File: src/rtl/arb_types_pkg.sv
// arb_types_pkg: arbiter state encoding and counter limits.
package arb_types_pkg;
    typedef enum logic [1:0] {IDLE, GRANT, LOCK, ERRW} arb_state_t;
    localparam logic [15:0] CNT_MAX = 16'hFFFF;
endpackage

File: src/rtl/cpu_types_pkg.sv
// cpu_types_pkg: shared CPU word and RAM handshake types.
package cpu_types_pkg;
    typedef logic [31:0] word_t;
    typedef enum logic [1:0] {FREE, BUSY, ACCESS, ERROR} ramstate_t;
endpackage

File: src/rtl/rr_pick.sv
// rr_pick: combinational round-robin pick of the first pending requester at or after rr_ptr.
module rr_pick #(
    parameter int NREQ = 2,
    parameter int IDW  = $clog2(NREQ)
) (
    input  logic [NREQ-1:0] pend,
    input  logic [IDW-1:0]  rr_ptr,
    output logic [IDW-1:0]  winner,
    output logic            any
);
    logic [IDW:0] s;
    always_comb begin
        winner = '0;
        any    = 1'b0;
        s      = '0;
        // scan downward so the closest requester to rr_ptr is assigned last and wins
        for (int k = NREQ - 1; k >= 0; k--) begin
            s = {1'b0, rr_ptr} + (IDW+1)'(k);
            s = (s >= (IDW+1)'(NREQ)) ? s - (IDW+1)'(NREQ) : s;
            if (pend[s[IDW-1:0]]) begin
                winner = s[IDW-1:0];
                any    = 1'b1;
            end
        end
    end
endmodule

File: src/rtl/ram_request_arbiter.sv
// ram_request_arbiter: round-robin owner of the single RAM port with locked multi-word sequences.
// Optional RAM_ARB_STATS_EN adds saturating per-requester completed-access counters on grant_cnt.
module ram_request_arbiter
    import cpu_types_pkg::*;
    import arb_types_pkg::*;
#(
    parameter int NREQ = 2,
    parameter int IDW  = $clog2(NREQ)
) (
    input  logic                   CLK,
    input  logic                   RST,
    input  logic [NREQ-1:0]        req_ren,
    input  logic [NREQ-1:0]        req_wen,
    input  logic [NREQ-1:0]        req_lock,
    input  word_t [NREQ-1:0]       req_addr,
    input  word_t [NREQ-1:0]       req_store,
    output logic [NREQ-1:0]        req_wait,
    output word_t [NREQ-1:0]       req_load,
    output logic                   ramREN,
    output logic                   ramWEN,
    output word_t                  ramaddr,
    output word_t                  ramstore,
    input  word_t                  ramload,
    input  ramstate_t              ramstate,
    output logic [IDW-1:0]         grant_id,
    output logic                   arb_err
`ifdef RAM_ARB_STATS_EN
    ,
    output logic [NREQ-1:0][15:0]  grant_cnt
`endif
);
    arb_state_t state, state_n;
    logic [IDW-1:0] owner, owner_n, rr_ptr, rr_ptr_n, winner, own_next;
    logic any, own_ren, own_wen, own_lock, own_act, serve, acc, err;

    assign own_ren  = req_ren[owner];
    assign own_wen  = req_wen[owner];
    assign own_lock = req_lock[owner];
    assign own_act  = own_ren | own_wen;
    assign own_next = (owner == IDW'(NREQ - 1)) ? '0 : owner + IDW'(1);
    assign serve    = (state == GRANT) || (state == LOCK);
    assign acc      = ramstate == ACCESS;
    assign err      = ramstate == ERROR;

    rr_pick #(.NREQ(NREQ), .IDW(IDW)) u_pick (
        .pend   (req_ren | req_wen),
        .rr_ptr (rr_ptr),
        .winner (winner),
        .any    (any)
    );

    always_ff @(posedge CLK) begin
        if (RST) begin
            state  <= IDLE;
            owner  <= '0;
            rr_ptr <= '0;
        end else begin
            state  <= state_n;
            owner  <= owner_n;
            rr_ptr <= rr_ptr_n;
        end
    end

    always_comb begin
        state_n  = state;
        owner_n  = owner;
        rr_ptr_n = rr_ptr;
        case (state)
            IDLE:  begin
                state_n = any ? GRANT : IDLE;
                owner_n = any ? winner : owner;
            end
            GRANT: state_n = err ? ERRW : (!own_act || (acc && !own_lock)) ? IDLE : acc ? LOCK : GRANT;
            LOCK:  state_n = err ? ERRW : (!own_lock && (!own_act || acc)) ? IDLE : LOCK;
            ERRW:  state_n = err ? ERRW : IDLE;
            default: state_n = IDLE;
        endcase
        // any way of leaving ownership hands priority to the next requester
        if (state != IDLE && state_n == IDLE)
            rr_ptr_n = own_next;
    end

    always_comb begin
        req_wait = '1;
        req_load = '0;
        if (serve) begin
            req_wait[owner] = !acc;
            req_load[owner] = ramload;
        end
        ramREN   = serve & own_ren & ~own_wen;
        ramWEN   = serve & own_wen;
        ramaddr  = serve ? req_addr[owner] : '0;
        ramstore = serve ? req_store[owner] : '0;
        arb_err  = serve & err;
        grant_id = (state == IDLE) ? '0 : owner;
    end

`ifdef RAM_ARB_STATS_EN
    always_ff @(posedge CLK) begin
        if (RST)
            grant_cnt <= '0;
        else if (serve && acc && grant_cnt[owner] != CNT_MAX)
            grant_cnt[owner] <= grant_cnt[owner] + 16'd1;
    end
`endif
endmodule
File: config.mk
export PLATFORM = sky130hd
export DESIGN_NAME = ram_request_arbiter
export DESIGN_NICKNAME = d
export VERILOG_FILES = /design/src/rtl/arb_types_pkg.sv /design/src/rtl/cpu_types_pkg.sv /design/src/rtl/rr_pick.sv /design/src/rtl/ram_request_arbiter.sv
export SDC_FILE = /design/constraint.sdc
export NUM_CORES = 1
export LEC_CHECK = 0
export BUFFER_PORTS_ARGS = -buffer_cell sky130_fd_sc_hd__buf_2
export CAP_MARGIN = 20
export CORE_AREA = 2 2 118 120
export CTS_CLUSTER_SIZE = 28
export DETAILED_ROUTE_END_ITERATION = 8
export DIE_AREA = 0 0 120 122
export PLACE_DENSITY = 0.49
export SYNTH_ARGS = -nofsm -noshare
export SYNTH_HDL_FRONTEND = slang
export SYNTH_SLANG_ARGS = --single-unit
File: constraint.sdc
create_clock -name CLK -period 4 [get_ports CLK]
set_input_delay 0.6 -clock CLK [delete_from_list [all_inputs] [get_ports CLK]]
set_output_delay 0.6 -clock CLK [all_outputs]
set_load 0.02 [all_outputs]
==> impl_metrics.ini <==
[setup_path]
slowest_stage = dfxtp_1
slowest_delay_ns = 0.34
cp-end-kind = primary output
path_cells = inv_1, ha_2, buf_4, nor2b_1, buf_4, and2_1, buf_2
cp_common_cell = buf_4
required_ns = 3.40
critPathCapture = req_load[10]
cp.arrival_ns = 2.12
cp_max_fo = 50
worstReg2RegEnd = rr_ptr
crit_buf_inv = 4
worst-path-stages = 7
critPathKind = flip-flop to primary output
reg2reg_slack_ns = 1.92
start_kind = flip-flop
cp_top_family = buffers and inverters
rr_startpoint = owner
r2r_cells = 5
crit_path_start = state[1]

[timing]
layout_min_cycle_time_ns = 2.722
rsz0062_at_grt = false
fmax_mhz = 367.4
clock_skew_ns = 0.0009518
hold_viol = 0
finalCritPeriodShare = 0.6804
setup_viol = 0
slew_headroom = 0.4865
tightestPinTransition_ns = 0.7703
fin_tns_setup_ns = 0
setup_slack_ns = 1.278
maxSlewViolCount = 0

[detailed_routing]
wl_per_cell_um = 11.87
wl_mm = 8.712
dr_total_vias = 2900
drc = 0
drtIter0Drc = 52
first_pass_iters = 4
drtAntennaViolNets = 0
viasPerCell = 3.951

[synth]
synthDistinctLibCells = 28
synth_top_area_cell = mux2i_1
synth-async-reset-ratio = 0
synth_ff_type = dfxtp_1
yosys_warnings = 0
postSynthAreaPerCell_um2 = 7.311
ys_ff_latch = 4
seq_area_frac_synth = 0.04087
yosysMostFrequentCell = nor2b_1
syn-num-nets = 442
synthTopCellsByCount = nor2b_1 (69), mux2i_1 (65), and2_1 (33), and3_1 (33), clkbuf_1 (18)
synth-edff-count = 0
synth_area_mm2 = 0.001959
synth_area_leaders = mux2i_1 (33%), nor2b_1 (22%), and2_1 (11%)
netlist.area_leader.share = 0.3321
postSynthCellCount = 268

[clock_tree]
cts.sinks = 4
cts_max_path_buffers = 2
cts_tree = yes
cts_root_buf = clkbuf_16
cts_buffers = 3
insertion_delay_ns = 0.23
postCtsSetupBuffers = 0
cts_resized = 0
htree_levels = 1
clk_pin_slew_ns = 0.03
hold_buffers = 0

[placement]
place_congestion = 0.7462
pre_cts_ws_ns = 1.514
dpl.hpwl_mm = 7.286
portBuffers = 303
dp.cells = 730

[die]
rows = 43
io-pin-count = 304
die_area_mm2 = 0.01464
start_util = 0.1451
core-area_mm2 = 0.01350
die_w_um = 120
die_h_um = 122

[cells_and_area]
utilization = 0.2753
regArea_um2 = 83.83
area_delta_synth_final_pct = 89.72
nFillCells = 1509
fin_cells = 734
drive_above_1_share = 0.5740
multi_input_area_mm2 = 0.001748
nets = 729
num_antenna_cells = 0

[run_status]
status = finished, final reports clean

[power]
p_leak_nw = 2.159
vdd_drop_max_mv = 0.1163
power_density_mw_per_mm2 = 223.6

[global_route]
grt_pass1_vias = 2490
grt.overflow.total = 0
grt_pass1_wl_mm = 12.39
grt_usage = 0.1010
antenna_found_initial = 0
grt_max_degree = 55

[min_path]
hold_path.class = flip-flop to flip-flop
hold_path_depth = 2

[run]
drv_cap = 0
-- sequential cells by signal, indices dropped and copies added (netlist names) --
signal and count:
state 2, owner 1, rr_ptr 1
-- routing by layer --
metal,routed length (µm),vias to the layer above,part of all wire,GRT usage
li1,-,1486,-,-
met1,3642,1267,0.42,0.1290
met2,4319,142,0.50,0.1836
met3,683,5,0.078,0.01404
met4,66,0,0.0076,0.01471
met5,0,-,0,0
-- worst min-delay path by stage --
stage            from    end
2_1_floorplan  rr_ptr  owner
3_3_place_gp   rr_ptr  owner
3_5_place_dp   rr_ptr  owner
4_1_cts        rr_ptr  owner
5_1_grt           RST  owner
6_report       rr_ptr  owner
-- worst register-to-register path: cells and delay by family, from the launching register on --
kind / cells / cell delay [ns]
flip-flops: 1 / 0.84
multiplexers: 1 / 0.31
AND/OR/NAND/NOR: 3 / 0.59
AO/OA/AOI/OAI: 1 / 0.22
-- kinds of logic after synthesis --
family,share of synthesized area
and+or+nand+nor,0.4751
muxes,0.3455
buffers and inverters,0.06832
AOI/OAI and AO/OA,0.04470
adders and majority gates,0.02554
DFF,0.04087
-- where the power goes --
group          internal, mW  total [mW]  switching, mW  leakage, nW
logic                 0.266       0.601          0.336         2.09
registers            0.0446      0.0682         0.0236       0.0337
clock network         0.132       0.162         0.0300       0.0382
-- layout by cell type (no fill, tap or decap), types with 2 or more instances in the layout --
master and n:
nor3b_2 2, and2_1 33, nor3_1 2, nor2_1 4, a21oi_1 2, and3_1 33
dfxtp_1 3, clkbuf_16 3, buf_2 303, o211ai_1 2, a311oi_1 3, nand2_1 5
buf_4 4, ha_1 3, mux2i_1 65, inv_1 4, nor2b_1 69
-- layout make-up --
cell class,count,area share
clock buffer,4,0.02120
inverter,4,0.004039
multi-input combinational,234,0.4702
sequential,4,0.02255
tap,180,0.06059
timing repair buffer,308,0.4214
-- stage by stage --
step / cell area, µm² / hold WS, ns / total power [mW]
6_report: 3717 / 0.5647 / 0.8310
5_1_grt: 3717 / 0.6115 / 0.8925
4_1_cts: 3717 / 0.5602 / 0.8414
3_5_place_dp: 3638 / 0.5468 / 0.6756
3_3_place_gp: 3638 / 0.5470 / 0.6775
2_1_floorplan: 1959 / 0.5176 / 0.4456
Power figures use the tool's default switching activity.
